**config.mk**
```make
export PLATFORM = sky130hd
export DESIGN_NAME = lzs_bit_feeder
export DESIGN_NICKNAME = d
export VERILOG_FILES = /design/src/rtl/lzs_pkg.sv /design/src/rtl/lzs_bit_shifter.sv /design/src/rtl/lzs_bit_feeder.sv
export SDC_FILE = /design/constraint.sdc
export NUM_CORES = 1
export LEC_CHECK = 0
export ABC_AREA = 1
export CORE_AREA = 8 8 169 171
export DETAILED_ROUTE_END_ITERATION = 12
export DIE_AREA = 0 0 177 179
export GPL_TIMING_DRIVEN = 0
export PLACE_DENSITY = 0.58
export SYNTH_ARGS = -nofsm -noshare
export SYNTH_HDL_FRONTEND = slang
export SYNTH_SLANG_ARGS = --single-unit
```
**constraint.sdc**
```tcl
create_clock -name clk -period 7.73 [get_ports clk]
set_input_delay 1.1595 -clock clk [delete_from_list [all_inputs] [get_ports clk]]
set_output_delay 1.1595 -clock clk [all_outputs]
set_load 0.1 [all_outputs]
```
**src/rtl/lzs_pkg.sv**
```systemverilog
// Shared types and helpers for the LZS bit feeder and related stream logic.
// Used by both the feeder and the encoder-side packer.
package lzs_pkg;

    typedef enum logic [1:0] {
        IDLE  = 2'd0,
        RUN   = 2'd1,
        DRAIN = 2'd2,
        DONE  = 2'd3
    } lzs_state_e;

    localparam int TAKE_W_DEF = 4;
    localparam int MAX_TAKE   = (1 << TAKE_W_DEF) - 1;

    // Returns the bit count needed to reach the next byte boundary.
    function automatic logic [2:0] align_pad(input logic [2:0] consumed);
        return 3'd0 - consumed;
    endfunction

endpackage

```
**src/rtl/lzs_bit_shifter.sv**
```systemverilog
// Combinational left shift of a bit buffer with an OR-insert of one word at a
// variable offset from the MSB. Shared by the feeder and the encoder packer.
module lzs_bit_shifter #(
    parameter int BUF_W  = 64,
    parameter int WORD_W = 16,
    parameter int SH_W   = $clog2(BUF_W + 1)
) (
    input  logic [BUF_W-1:0]  data_i,
    input  logic [SH_W-1:0]   shamt_i,
    input  logic [WORD_W-1:0] word_i,
    input  logic              ins_en_i,
    input  logic [SH_W-1:0]   ins_off_i,
    output logic [BUF_W-1:0]  data_o
);

    logic [BUF_W-1:0] word_ext;
    logic [BUF_W-1:0] word_pos;

    assign word_ext = {word_i, {(BUF_W-WORD_W){1'b0}}};
    assign word_pos = ins_en_i ? (word_ext >> ins_off_i) : '0;
    assign data_o   = (data_i << shamt_i) | word_pos;

endmodule

```
**src/rtl/lzs_bit_feeder.sv**
```systemverilog
// MSB-first bit-window feeder for the LZS decoder: packs upstream words into a
// left-aligned shift buffer and presents the top WIN_W bits to the decoder.
//
// state | meaning
// IDLE  | no word seen since reset
// RUN   | streaming, window valid once WIN_W bits are buffered
// DRAIN | last word accepted, window valid while any bit remains
// DONE  | stream fully consumed, held until rst
module lzs_bit_feeder
    import lzs_pkg::*;
#(
    parameter int WORD_W = 16,
    parameter int WIN_W  = 13,
    parameter int BUF_W  = 64,
    parameter int TAKE_W = TAKE_W_DEF,
    parameter int CNT_W  = $clog2(BUF_W + 1)
) (
    input  logic              clk,
    input  logic              rst,
    input  logic              word_valid,
    input  logic [WORD_W-1:0] word_data,
    input  logic              word_last,
    output logic              word_ready,
    output logic              stream_valid,
    output logic [WIN_W-1:0]  stream_data,
    output logic              stream_empty,
    input  logic              stream_ack,
    input  logic [TAKE_W-1:0] stream_width,
    input  logic              align_req,
    output logic              underrun_err
);

    localparam int TAKE_MAX = ((1 << TAKE_W) - 1 > MAX_TAKE) ? (1 << TAKE_W) - 1 : MAX_TAKE;
    localparam int SUM_W    = $clog2(BUF_W + TAKE_MAX + 8);

    lzs_state_e         state_q, state_d;
    logic [BUF_W-1:0]   shbuf_q, shbuf_d;
    logic [CNT_W-1:0]   left_q, left_d;
    logic [2:0]         consumed_q, consumed_d;
    logic               err_q, err_d;

    logic [SUM_W-1:0]   take_c;
    logic [SUM_W-1:0]   pad_c;
    logic [SUM_W-1:0]   total_c;
    logic               underrun_c;
    logic [CNT_W-1:0]   left_c;
    logic [CNT_W-1:0]   shamt_c;
    logic               accept_c;
    logic [BUF_W-1:0]   shifted_c;

    always_comb begin
        stream_valid = 1'b0;
        case (state_q)
            RUN:     stream_valid = (left_q >= CNT_W'(WIN_W));
            DRAIN:   stream_valid = (left_q != '0);
            default: stream_valid = 1'b0;
        endcase
    end

    // Alignment pad is computed on the consumed count after this cycle's take.
    always_comb begin
        take_c     = (stream_ack && stream_valid) ? SUM_W'(stream_width) : '0;
        pad_c      = (align_req && stream_valid) ? SUM_W'(align_pad(consumed_q + take_c[2:0])) : '0;
        total_c    = take_c + pad_c;
        underrun_c = stream_valid && (int'(total_c) > int'(left_q));
        left_c     = underrun_c ? '0 : left_q - CNT_W'(total_c);
        shamt_c    = underrun_c ? '0 : CNT_W'(total_c);
        word_ready = !rst && !underrun_c && ((state_q == IDLE) || (state_q == RUN))
                     && (int'(left_c) + WORD_W <= BUF_W);
        accept_c   = word_valid && word_ready;
    end

    lzs_bit_shifter #(
        .BUF_W  (BUF_W),
        .WORD_W (WORD_W),
        .SH_W   (CNT_W)
    ) u_shifter (
        .data_i    (shbuf_q),
        .shamt_i   (shamt_c),
        .word_i    (word_data),
        .ins_en_i  (accept_c),
        .ins_off_i (left_c),
        .data_o    (shifted_c)
    );

    always_comb begin
        shbuf_d    = underrun_c ? '0 : shifted_c;
        left_d     = left_c + (accept_c ? CNT_W'(WORD_W) : '0);
        consumed_d = consumed_q + total_c[2:0];
        err_d      = err_q | underrun_c;
        state_d    = state_q;
        case (state_q)
            IDLE:    if (accept_c) state_d = word_last ? DRAIN : RUN;
            RUN:     if (accept_c && word_last) state_d = DRAIN;
            DRAIN:   if (left_d == '0) state_d = DONE;
            DONE:    state_d = DONE;
            default: state_d = IDLE;
        endcase
    end

    always_ff @(posedge clk or posedge rst) begin
        if (rst) begin
            state_q    <= IDLE;
            shbuf_q    <= '0;
            left_q     <= '0;
            consumed_q <= '0;
            err_q      <= 1'b0;
        end else begin
            state_q    <= state_d;
            shbuf_q    <= shbuf_d;
            left_q     <= left_d;
            consumed_q <= consumed_d;
            err_q      <= err_d;
        end
    end

    assign stream_data  = shbuf_q[BUF_W-1 -: WIN_W];
    assign stream_empty = (state_q == DONE);
    assign underrun_err = err_q;

endmodule

```
==> qor.json <==
{
  "run_status": "finished, final reports clean",
  "dpl_cell_area_mm2": 0.00977,
  "rsz0062_at_grt": "false",
  "synth_cell_type_count": 36,
  "fillCellCount": 3022,
  "r2r_setup_slack_ns": 0.89,
  "cpPeakStageDelay_ns": 0.49,
  "synth.ff_latch_count": 77,
  "r2r_end": "state_q[1]$_DFFE_PP0P_",
  "cts_tree": "yes",
  "cts_root_buffer": "sky130_fd_sc_hd__clkbuf_16",
  "ys_dominant_reg_cell": "sky130_fd_sc_hd__dfrtp_1",
  "dp_hpwl_um": 41700,
  "yosys.area.top_type_share_pct": 32.3,
  "grt_pass1_vias": 11100,
  "skew_ns": 0.00972,
  "post-route-cell-area_mm2": 0.0101,
  "synth_top_cells_by_area": "sky130_fd_sc_hd__nand3_1, sky130_fd_sc_hd__dfrtp_1, sky130_fd_sc_hd__nand2_1",
  "drtPass1Iterations": 7,
  "cts_setup_buffers": 0,
  "gr-total-overflow": 0,
  "post_synth_top_area_cell": "sky130_fd_sc_hd__nand3_1",
  "cpLargestDelayFamily": "buffers and inverters",
  "ios": 43,
  "cap_violations": 0,
  "finalCoreUtilization_pct": 39.1,
  "cts_num_sinks": 77,
  "timing.critical_path.from": "stream_ack",
  "timing.slew.headroom_pct": 33.8,
  "htree_num_levels": 3,
  "layoutNonFillerInstCount": 1951,
  "upper_clock_frequency_limit_mhz": 139,
  "critical_path.max_fanout": 10,
  "cts.path.max_buffers": 2,
  "cp_num_buf_inv": 7,
  "worst_hold_startpoint": "underrun_err$_DFF_PP0_",
  "ys_seq_area_share_pct": 21.6,
  "drc_errors": 0,
  "ys_top_cells_by_count": "sky130_fd_sc_hd__nand3_1, sky130_fd_sc_hd__nand2_1, sky130_fd_sc_hd__inv_1, sky130_fd_sc_hd__dfrtp_1",
  "whs_endpoint": "underrun_err$_DFF_PP0_",
  "final_antenna_net_count": 0,
  "number_of_antenna_violations_at_the_first_check_in_global_routing": 0,
  "grt_max_degree": 43,
  "syn2layout_area_growth_pct": 13.2,
  "fin_nets": 1658,
  "finalWirelength_um": 51600,
  "floorplan.core_area_mm2": 0.0258,
  "number_of_antenna_cells_inserted": 0,
  "net_count_of_the_mapped_netlist": 1604,
  "via_count": 11562,
  "drt-wirelength-per-cell_um": 26.5,
  "core.rowCount": 59,
  "worst_r2r_src": "state_q[1]$_DFFE_PP0P_",
  "crit_path_end_kind": "primary output",
  "clk-insertion-delay-late_ns": 0.36,
  "setup_cp_type": "in2out",
  "hold_path_class": "reg2reg",
  "final-max-slew-violation-count": 0,
  "detail_route.iter0.violations": 1395,
  "dp.cells": 1935,
  "share_of_final_layout_standard_cells_stronger_than_drive_strength_1_pct": 7.98,
  "critPathArrivalTime_ns": 6.06,
  "gr-usage-all-layers_pct": 32.4,
  "post-place-ws_ns": -0.162,
  "post_cts_hold_fix_bufs": 0,
  "worst_hold_path.num_cells": 1,
  "cp_data_required_time_ns": 6.57,
  "dieWidth_um": 177,
  "tritoncts.num_buffers": 9,
  "hold_viol_final": 0,
  "min_clock_period_post_route_ns": 7.22,
  "synth_async_sr_flop_share_pct": 100,
  "place.port_buffers": 42,
  "max_slew.worst_pin.slew_ns": 0.990,
  "setup_viol": 0,
  "finalWorstSetupSlack_ns": 0.514,
  "portion_of_the_clock_cycle_consumed_by_the_worst_path_in_the_final_layout_pct": 93.4,
  "syn-mean-instance-area_um2": 5.72,
  "leading_cell_type_by_number_of_instances_after_synthesis": "sky130_fd_sc_hd__nand3_1",
  "wire_length_of_the_first_global_routing_pass_um": 73600,
  "syn_inst": 1557,
  "initial_utilization_pct": 34.6,
  "replace_congestion": 1.02,
  "netlist_area_pre_place_mm2": 0.00891,
  "worst_path_slowest_cell": "sky130_fd_sc_hd__clkbuf_2",
  "die_h_um": 179,
  "routed_via_density": 5.93,
  "clkSlewWorstSetupHoldPaths_ns": 0.07,
  "r2r.worst_path.cells": 35,
  "die-area_mm2": 0.0317,
  "number_of_enable_flip_flop_cells_after_synthesis": 0,
  "yosys_warnings": 0,
  "start_kind": "primary input"
}
==> worst register-to-register path: cells and delay by family (launching register included) <==
| family | cells | cell delay, ns |
|---|---|---|
| xor+xnor | 2 | 0.30 |
| fa+ha+maj | 7 | 1.96 |
| simple gates | 12 | 1.51 |
| flops | 1 | 0.41 |
| buf+inv | 7 | 1.35 |
| compound gates | 7 | 1.19 |
==> through the flow <==
stage	setup TNS (ns)	hold WS, ns
after global placement	-0.115	0.459
after global routing	0	0.489
after floorplan	0	0.478
after CTS	0	0.477
final	0	0.473
after detailed placement	-0.162	0.459
==> state kept, by name, indices dropped and copies added (netlist names) <==
signal,cells
underrun_err,1
shbuf_q,64
left_q,7
state_q,2
consumed_q,3
==> cells in the final DEF, fill, tap and decap left out, drive strengths merged, types with 5 or more instances in the layout <==
cell	n
nand3	579
xnor2	8
nand4	15
ha	18
a21oi	56
clkdlybuf4s50	41
buf	95
nand3b	5
dfrtp	77
nand2	476
o21ai	29
inv	113
nor2	50
clkbuf	33
==> cell type report <==
| type | instances | area [µm²] | area share [%] |
|---|---|---|---|
| repair buffers | 43 | 435 | 4.32 |
| clock inverters | 5 | 83.8 | 0.831 |
| well taps | 335 | 419 | 4.16 |
| clock buffers | 11 | 233 | 2.31 |
| flip-flops and latches | 77 | 1930 | 19.1 |
| multi-input cells | 1251 | 5940 | 58.9 |
| inverters | 114 | 430 | 4.27 |
| plain buffers | 115 | 618 | 6.13 |
==> logic make-up (layout without fill, tap and decap cells) <==
| family | after synthesis | in the layout | share of synthesized area, % |
|---|---|---|---|
| and+or+nand+nor | 1130 | 1130 | 57.1 |
| xor gates and xnor gates | 9 | 9 | 0.885 |
| AOI/OAI and AO/OA | 91 | 91 | 5.49 |
| DFF | 77 | 77 | 21.6 |
| buffers and inverters | 229 | 288 | 11.7 |
| adders and majority gates | 21 | 21 | 3.20 |
==> metal layers <==
metal  GRT usage [%]  vias up  part of all wire, %
met4            20.1        0                  6.5
li1                -     5329                    -
met5               0        -                    0
met1            39.7     5451                   41
met2            51.9      614                   45
met3            5.94      168                  7.6
==> repair_timing <==
| item | in CTS | in global routing |
|---|---|---|
| resized for setup | 1 | 2 |
| cloned | 0 | 0 |
| setup endpoints to repair | 1 | 1 |
==> how the worst max path moves through the flow <==
| stage | to | cells past startpoint |
|---|---|---|
| floorplan | word_ready | 23 |
| global placement | word_ready | 25 |
| detailed placement | word_ready | 25 |
| CTS | word_ready | 25 |
| global route | state_q[1]$_DFFE_PP0P_ | 32 |
| finish | word_ready | 25 |
Power is left out: the tool's default activity adds up to more than one toggle a clock period on the data nets, which glitch-free logic cannot reach.
==> patch (same flow settings) <==
`WORD_W` is set to 16 in 2 places; all go to 24.
--- a/src/rtl/lzs_bit_shifter.sv
+++ b/src/rtl/lzs_bit_shifter.sv
@@ -3,5 +3,5 @@
 module lzs_bit_shifter #(
     parameter int BUF_W  = 64,
-    parameter int WORD_W = 16,
+    parameter int WORD_W = 24,
     parameter int SH_W   = $clog2(BUF_W + 1)
 ) (
--- a/src/rtl/lzs_bit_feeder.sv
+++ b/src/rtl/lzs_bit_feeder.sv
@@ -10,5 +10,5 @@
     import lzs_pkg::*;
 #(
-    parameter int WORD_W = 16,
+    parameter int WORD_W = 24,
     parameter int WIN_W  = 13,
     parameter int BUF_W  = 64,
Ports: changed (resized word_data); port bits go from 43 to 51. No check against the original RTL was run, so the function may have changed too.
==> patch against the unedited design <==
- non-clock buffer count increased by 29
- cell area rose by 10%
- area after synthesis up 9.5%
- setup slack got worse by 74 ps
- routed wire length down 4.8%
- maximum frequency fell by 1.0%
- sequential cell count stayed put
- critical path type unchanged
- largest cell class unchanged
Power is left out: it rests on default switching activity, and per cell area and clock period it moved more than threefold.
==> patch: results (changes against the unedited design) <==
Clock network
  – Worst skew pair latency: 360 ps (about the same)
  – Max clock buf depth: 2 (unchanged)
  – CTS Buf Count: 9 (unchanged)
  – H-Tree Depth: 3 (unchanged)
  – Reg clk slew, reported paths: 60 ps
  – Clk root buf: clkbuf_16 (unchanged)

Finish
  – Layout Cells excl Fill: 2172 (was 1951)
  – Share of layout cells above drive strength 1: 7.02% (was 7.98%)
  – # nets final: 1890 (was 1658)
  – Layout filler cell count: 2942 (was 3022)
  – # diodes: 0 (unchanged)
  – Largest registers: shbuf_q (64), left_q (7), consumed_q (3) (unchanged)

Drt
  – Initial drt markers: 1318 (was 1395)
  – Highest routing layer actually used: met4 (unchanged)
  – WL met3: 3450 um (was 3930 um)
  – M1 WL: 20500 um (was 21100 um)
  – DR vias/cell: 5.83 (was 5.93)
  – Routed len/inst: 22.6 um (was 26.5 um)
  – DR WL met2: 22600 um (was 23300 um)
  – Initial DRT Pass Iterations: 5 (was 7)

Worst setup path
  – Critical path's slowest cell: clkdlybuf4s50_1 (was clkbuf_2)
  – Crit end category: primary output (unchanged)
  – Reg-to-reg slack, setup: 820 ps (was 890 ps)
  – Largest stage delay on the critical path: 460 ps (was 490 ps)
  – Crit path arrival time: 6130 ps (was 6060 ps)
  – Max FO, Critical Path: 10 (unchanged)

Logic synthesis
  – Distinct cells, synth: 34 (was 36)
  – Syn Nets: 1824 (was 1604)
  – Asr flop ratio synth: 100% (unchanged)
  – Post-synth EDFFs: 0 (unchanged)
  – Synth warnings: 0 (unchanged)
  – Sequential fraction of the synthesis area: 19.7% (was 21.6%)
  – Area contributors post-synth: nand3_1 31%, nand2_1 22%, dfrtp_1 20%, inv_1 4.7%, a21oi_1 3.1% (was nand3_1 32%, dfrtp_1 22%, nand2_1 20%, inv_1 4.3%, a21oi_1 3.0%)
  – Synth top cells by count: 600 x nand3_1, 576 x nand2_1, 122 x inv_1, 77 x dfrtp_1, 74 x nor2_1 (was 576 x nand3_1, 472 x nand2_1, 102 x inv_1, 77 x dfrtp_1)
  – Post-synthesis average cell area: 5.52 um2 (was 5.72 um2)
  – Synth Flop Type: dfrtp_1 (unchanged)

Worst hold path
  – Hold Crit Class: reg -> reg (unchanged)

GRT
  – Initial antenna violation count: 0 (unchanged)
  – Largest net degree at the start of global routing: 50 (was 43)
  – GRT Total Usage: 30.6% (was 32.4%)
  – GR Util met1: 37.9% (was 39.7%)
  – Number of global-route vias before repair: 12.1k (was 11.1k)
  – Met3 Usage GRT: 4.89% (was 5.94%)
  – First-pass GRT wire length: 72900 um (was 73600 um)
  – Total gr overflow: 0 (unchanged)
  – Global-route met2 utilization: 50.5% (was 51.9%)

Placement
  – Final Wtd Congestion: 1.04 (was 1.02)
  – Dpl hpwl: 40300 um (was 41700 um)
  – Port Buffers: 50 (was 42)

Timing
  – Worst Tran Pin Value: 1010 ps (was 990 ps)
  – Clock Skews: 13.9 ps (was 9.72 ps)
  – Setup-failing EPs final: 0 (unchanged)

Outcome
  – Outcome: finished clean (unchanged)
==> patch: worst max-delay path, delay by kind of cell <==
| kind | cells | cell delay (ps) |
|---|---|---|
| and+or+nand+nor | 14 | 1650 |
| buffers and inverters | 10 | 1470 |
| adders and majority gates | 5 | 1330 |
| xor gates and xnor gates | 3 | 450 |
| AOI/OAI and AO/OA | 1 | 70 |
==> patch: worst paths after layout <==
kind,start,end,depth (start not counted)
setup / recovery,stream_ack,word_ready,33
hold / removal,underrun_err,underrun_err,1
setup reg to reg,state_q[1],state_q[0],45
hold reg to reg,underrun_err,underrun_err,1
max in group asynchronous,rst,underrun_err,3
min in group asynchronous,rst,shbuf_q[17],2
==> patch: stage by stage <==
step	hold WS (ps)	setup TNS (ps)	setup WS [ps]	cell area, um2
6_report	470	0	440	11100
5_1_grt	509	-9.95	-9.95	11100
4_1_cts	470	0	16.6	11000
3_5_place_dp	455	-15860	-1580	10700
3_3_place_gp	449	-15140	-1580	10700
2_1_floorplan	479	0	654	9760
==> patch: final cells by class <==
class                      instances  area share [%]
multi-input combinational       1428            60.7
sequential                        77            17.4
buffer                           132            6.05
timing repair buffer              55            5.01
inverter                         130            4.46
tap                              335            3.78
clock buffer                      10            2.06
clock inverter                     5           0.541
==> patch: logic make-up after synthesis <==
group                      after synthesis  share of synthesized area (%)
buffers and inverters                  262                           11.7
AOI/OAI and AO/OA                      118                           6.67
xor gates and xnor gates                 8                          0.718
DFF                                     77                           19.7
adders and majority gates               23                           3.26
and+or+nand+nor                       1279                           58.0
==> patch: repair_timing <==
action / in CTS / in global routing
buffers inserted: 0 / 4
resized for setup: 15 / 15
endpoints found under the setup margin: 8 / 3
pin swaps: 1 / 4
